**config.mk**
```make
export PLATFORM = sky130hd
export DESIGN_NAME = codeword_packer
export DESIGN_NICKNAME = d
export VERILOG_FILES = /design/src/rtl/codeword_packer.sv
export SDC_FILE = /design/constraint.sdc
export NUM_CORES = 1
export LEC_CHECK = 0
export CAP_MARGIN = 20
export CORE_AREA = 2 2 127 129
export CTS_CLUSTER_DIAMETER = 100
export CTS_CLUSTER_SIZE = 16
export DETAILED_ROUTE_END_ITERATION = 12
export DIE_AREA = 0 0 129 131
export PLACE_DENSITY = 0.76
export SYNTH_ARGS = -nofsm -noshare
export SYNTH_HDL_FRONTEND = slang
export SYNTH_SLANG_ARGS = --single-unit
```
**constraint.sdc**
```tcl
create_clock -name clk -period 2.75 [get_ports clk]
set_input_delay 0.55 -clock clk [delete_from_list [all_inputs] [get_ports clk]]
set_output_delay 0.55 -clock clk [all_outputs]
set_load 0.01 [all_outputs]
```
**src/rtl/codeword_packer.sv**
```systemverilog
// Packs variable-length codewords MSB-first into OUT_W-bit words and queues them
// in a small first-word-fall-through FIFO with frame-end flush and zero padding.
module codeword_packer #(
    parameter int MAX_CW     = 16,
    parameter int LEN_W      = 5,
    parameter int OUT_W      = 16,
    parameter int FILL_W     = 5,
    parameter int FIFO_DEPTH = 4
) (
    input  logic              clk,
    input  logic              RST,
    input  logic              cw_valid,
    output logic              cw_ready,
    input  logic [MAX_CW-1:0] cw_data,
    input  logic [LEN_W-1:0]  cw_len,
    input  logic              cw_last,
    output logic [OUT_W-1:0]  out_data,
    output logic              out_valid,
    input  logic              out_ready,
    output logic              out_last,
    output logic [FILL_W-1:0] out_fill
);
    localparam int ACC_W = OUT_W + MAX_CW;
    localparam int CNT_W = $clog2(ACC_W + 1);
    localparam int PTR_W = $clog2(FIFO_DEPTH);

    typedef enum logic {RUN, FLUSH} state_t;

    typedef struct packed {
        logic [OUT_W-1:0]  data;
        logic              last;
        logic [FILL_W-1:0] fill;
    } entry_t;

    state_t            state, state_nxt;
    logic [ACC_W-1:0]  acc, acc_nxt;
    logic [CNT_W-1:0]  fill_cnt, fill_nxt;
    logic              live;
    logic [LEN_W-1:0]  len_c;
    logic [MAX_CW-1:0] data_m;
    logic              accept, push, pop, can_push;
    entry_t            push_entry;

    entry_t            mem [FIFO_DEPTH];
    logic [PTR_W:0]    wr_ptr, rd_ptr;
    logic              full, empty;
    entry_t            head, hold, shown;

    // Over-long lengths are clamped and bits above the length are dropped.
    assign len_c  = (cw_len > LEN_W'(MAX_CW)) ? LEN_W'(MAX_CW) : cw_len;
    assign data_m = cw_data & ~({MAX_CW{1'b1}} << len_c);

    assign empty    = (wr_ptr == rd_ptr);
    assign full     = (wr_ptr[PTR_W] != rd_ptr[PTR_W]) &&
                      (wr_ptr[PTR_W-1:0] == rd_ptr[PTR_W-1:0]);
    assign pop      = out_valid && out_ready;
    assign can_push = !full || pop;

    // live holds cw_ready low until the first edge after reset release.
    assign cw_ready = live && (state == RUN) && (fill_cnt < CNT_W'(OUT_W));
    assign accept   = cw_valid && cw_ready;

    always_comb begin
        // NOTE: every output of this block gets a default first so no latch is inferred.
        state_nxt  = state;
        acc_nxt    = acc;
        fill_nxt   = fill_cnt;
        push       = 1'b0;
        push_entry = '{data: acc[ACC_W-1 -: OUT_W], last: 1'b0, fill: FILL_W'(OUT_W)};

        if (accept) begin
            acc_nxt  = acc | (ACC_W'(data_m) << (CNT_W'(ACC_W) - fill_cnt - CNT_W'(len_c)));
            fill_nxt = fill_cnt + CNT_W'(len_c);
            if (cw_last) state_nxt = FLUSH;
        end else if (can_push) begin
            if (state == RUN) begin
                if (fill_cnt >= CNT_W'(OUT_W)) begin
                    push     = 1'b1;
                    acc_nxt  = acc << OUT_W;
                    fill_nxt = fill_cnt - CNT_W'(OUT_W);
                end
            end else begin
                push = 1'b1;
                if (fill_cnt > CNT_W'(OUT_W)) begin
                    acc_nxt  = acc << OUT_W;
                    fill_nxt = fill_cnt - CNT_W'(OUT_W);
                end else begin
                    // Bits below fill_cnt are always zero, so the top slice is already padded.
                    push_entry.last = 1'b1;
                    push_entry.fill = FILL_W'(fill_cnt);
                    acc_nxt         = '0;
                    fill_nxt        = '0;
                    state_nxt       = RUN;
                end
            end
        end
    end

    // NOTE: sequential state uses non-blocking assignments so all flops update together.
    always_ff @(posedge clk or negedge RST) begin
        if (!RST) begin
            state    <= RUN;
            acc      <= '0;
            fill_cnt <= '0;
            live     <= 1'b0;
        end else begin
            state    <= state_nxt;
            acc      <= acc_nxt;
            fill_cnt <= fill_nxt;
            live     <= 1'b1;
        end
    end

    always_ff @(posedge clk or negedge RST) begin
        if (!RST) begin
            wr_ptr <= '0;
            rd_ptr <= '0;
            hold   <= '0;
        end else begin
            if (push) wr_ptr <= wr_ptr + 1'b1;
            if (pop) begin
                rd_ptr <= rd_ptr + 1'b1;
                hold   <= head;
            end
        end
    end

    // NOTE: FIFO storage is not reset; the pointers alone define which entries are valid.
    always_ff @(posedge clk) begin
        if (push) mem[wr_ptr[PTR_W-1:0]] <= push_entry;
    end

    // When empty, the outputs keep showing the last word that left (zero after reset).
    assign head      = mem[rd_ptr[PTR_W-1:0]];
    assign shown     = empty ? hold : head;
    assign out_valid = !empty;
    assign out_data  = shown.data;
    assign out_last  = shown.last;
    assign out_fill  = shown.fill;
endmodule

```
==> reports/metrics.cfg <==
[pwr]
p_sw_mw=6.02
cellPowerDensity_nw_per_um2=1430
power_frac_comb=0.586
p_sw_frac=0.387
vdd_drop_max_mv=0.784
fin_total_pwr_mw=15.5
internal_power_mw=9.52
clockPowerShare=0.159
p_seq_frac=0.255
power.static_leakage_nw=4.39

[yosys]
synth_area_um2=8270
ys_top_cells_by_area=edfxtp_1 32%, dfrtp_1 21%, mux2_2 6.7%
synth_cells=651
synth_top_area_frac=0.320
synth_area_leader_cell=edfxtp_1
synth_flop_cell=edfxtp_1
synth_edf_count=88
yosysSeqAreaShare=0.526
synth.distinct_cells=74
yosys_warnings=0
yosys_register_bits=156
syn-num-nets=703
postSynthAreaPerCell_um2=12.7
synthArstFlopShare=0.436

[finish]
antenna_cells=0
stdcell_count=1040
final_design_area_no_fill_um2=10800
finalNetCount=863
drive_gt1_frac=0.386
areaGrowthSynthToFinish_pct=30.9
fin_util=0.694

[cts]
htreeDepth=4
cts_made_buffers=17
cts_tree=built
clk_latency_ns=0.43
ctsHoldBuffers=0
cts.sinks=156
clk_path_buf_depth=2
root_buffer=clkbuf_16
clk_transition_reported_paths_ns=0.06

[timing]
worstMarginPinSlew_ns=0.588
slew_headroom=0.607
finalSetupViolations=14
finClkSkew_ns=0.0125
period_minus_slack_ns=2.77
rsz0062_at_grt=yes
fin_setup_tns_ns=-0.146
max_freq_mhz=360
hold_slack_ns=0.139
finalHoldViolCount=0
fin_crit_sh=1.01
fin_ws_ns=-0.0248
slew_viol_final=0

[critical_path]
crit_fanout=5
crit_type=reg2out
critPathLaunchType=flip-flop
required_ns=2.20
crit_arrival_ns=2.22
end_kind=primary output

[die]
core_area_um2=15600
initial_utilization=0.530
io_pins=50
die_area_um2=16900
die_w_um=129
die_h_um=131
rows=46

[detailed_routing]
drtAntennaViolNets=0
vias_per_cell=5.96
routed_wl_mm=22.1
drtIter0Drc=535
remaining_drc_errors=0
dr.pass1.iters=5
wire_per_inst_um=21.2
vias=6196

[placement]
post_dp_cell_area_um2=9890
gp_congestion=0.966
pre_cts_ws_ns=-0.707
port_buffers=49
placedCellCount=987
dp_hpwl_mm=14.5

[grt]
grt_pass1_vias=6106
grt-ovfl-total=0
grt_max_degree=69
grt_first_pass_wirelength_mm=34.0
grt_antenna_before_repair=0
grt_usage=0.268

[status]
violations=setup timing
status=finished with violations

[worst_hold_path]
hold_class=in2async

[flow_run]
drv_cap=0

[kinds of logic after synthesis]
| kind of cell | count (synthesis) | share of synthesized area |
|---|---|---|
| flops | 156 | 0.526 |
| compound gates | 154 | 0.137 |
| simple gates | 143 | 0.0873 |
| mux | 96 | 0.160 |
| buf+inv | 62 | 0.0353 |
| fa+ha+maj | 26 | 0.0412 |
| xor+xnor | 13 | 0.0138 |
| other cells | 1 | 0.000454 |
[critical path, cell delays in order (launching register included)]
cell and delay, ns:
dfrtp_2 0.49, buf_6 0.15, xor2_2 0.18, nor2_1 0.14, nand2_2 0.12, clkbuf_16 0.19, buf_12 0.13, mux2_2 0.28
clkbuf_2 0.13
[registers in the layout, indices dropped and copies added (netlist names)]
register,flops
live,1
mem,88
rd_ptr,3
wr_ptr,3
state,1
fill_cnt,6
acc,32
hold,22
[final cells by class]
| class | instances | area [um^2] |
|---|---|---|
| Clock buffer | 25 | 528 |
| Clock inverter | 7 | 96.3 |
| Fill cell | 1056 | 4770 |
| Inverter | 19 | 73.8 |
| Multi-Input combinational cell | 433 | 3860 |
| Sequential cell | 156 | 4350 |
| Tap cell | 216 | 270 |
| Timing Repair Buffer | 184 | 1640 |
[routing by layer]
metal,up-vias,wire length (um),global-route usage
met5,-,0,0
met1,3065,9050,0.335
met2,265,11500,0.484
li1,2824,-,-
met3,42,992,0.0330
met4,0,537,0.0927
[final timing paths]
kind | startpoint | depth (start not counted) | end | slack (ns)
worst max-delay path | rd_ptr[0] | 8 | out_data[15] | -0.02
worst min-delay path | RST | 2 | hold[2] | 0.14
worst max register to register | fill_cnt[1] | 11 | acc[24] | 0.09
worst min register to register | acc[9] | 2 | acc[9] | 0.48
max in group asynchronous | RST | 2 | wr_ptr[1] | 2.28
min in group clk | acc[9] | 2 | acc[9] | 0.48
[layout by cell type, fill, tap and decap left out, types with 5 or more instances in the layout]
cell	instances
nor3_1	9
ha_1	18
a22o_1	5
buf_12	9
xnor2_1	6
inv_1	16
clkdlybuf4s50_1	21
buf_4	111
o211ai_1	6
and2_1	7
mux2_2	49
a21oi_1	20
o21ai_0	25
ha_4	6
buf_6	15
dfrtp_1	66
o22ai_1	5
edfxtp_1	88
nand2b_1	6
and3_1	5
a22oi_1	15
nand2_1	46
clkbuf_16	21
mux2i_1	21
clkbuf_2	19
o21ai_1	10
nand3_1	8
nor2_1	24
mux4_2	24
o31ai_1	11
a211oi_2	5
[power by group through the flow]
stage | Clock (mW) | Combinational (mW) | Sequential (mW)
detailed placement | 0 | 8.36 | 3.91
floorplan | 0 | 5.15 | 3.77
finish | 2.47 | 9.10 | 3.96
global placement | 0 | 8.17 | 3.82
CTS | 2.47 | 8.59 | 3.93
global route | 2.56 | 9.71 | 4.02
[cell usage after synthesis (15+ instances only)]
cell type  number
ha_1           24
o21ai_0        33
nand2_1        49
edfxtp_1       88
a21oi_1        21
dfrtp_1        68
mux2_2         49
inv_1          19
mux4_2         24
buf_2          20
a22oi_1        15
nor2_1         28
mux2i_1        23
clkbuf_1       15
[what timing repair did]
action | 4_1_cts | 5_1_grt
cloned | 3 | 1
gates resized for setup | 53 | 74
buffers inserted | 6 | 11
pin swaps | 6 | 4
setup endpoints to repair | 55 | 39
No activity file was read; power rests on OpenSTA's default activity.
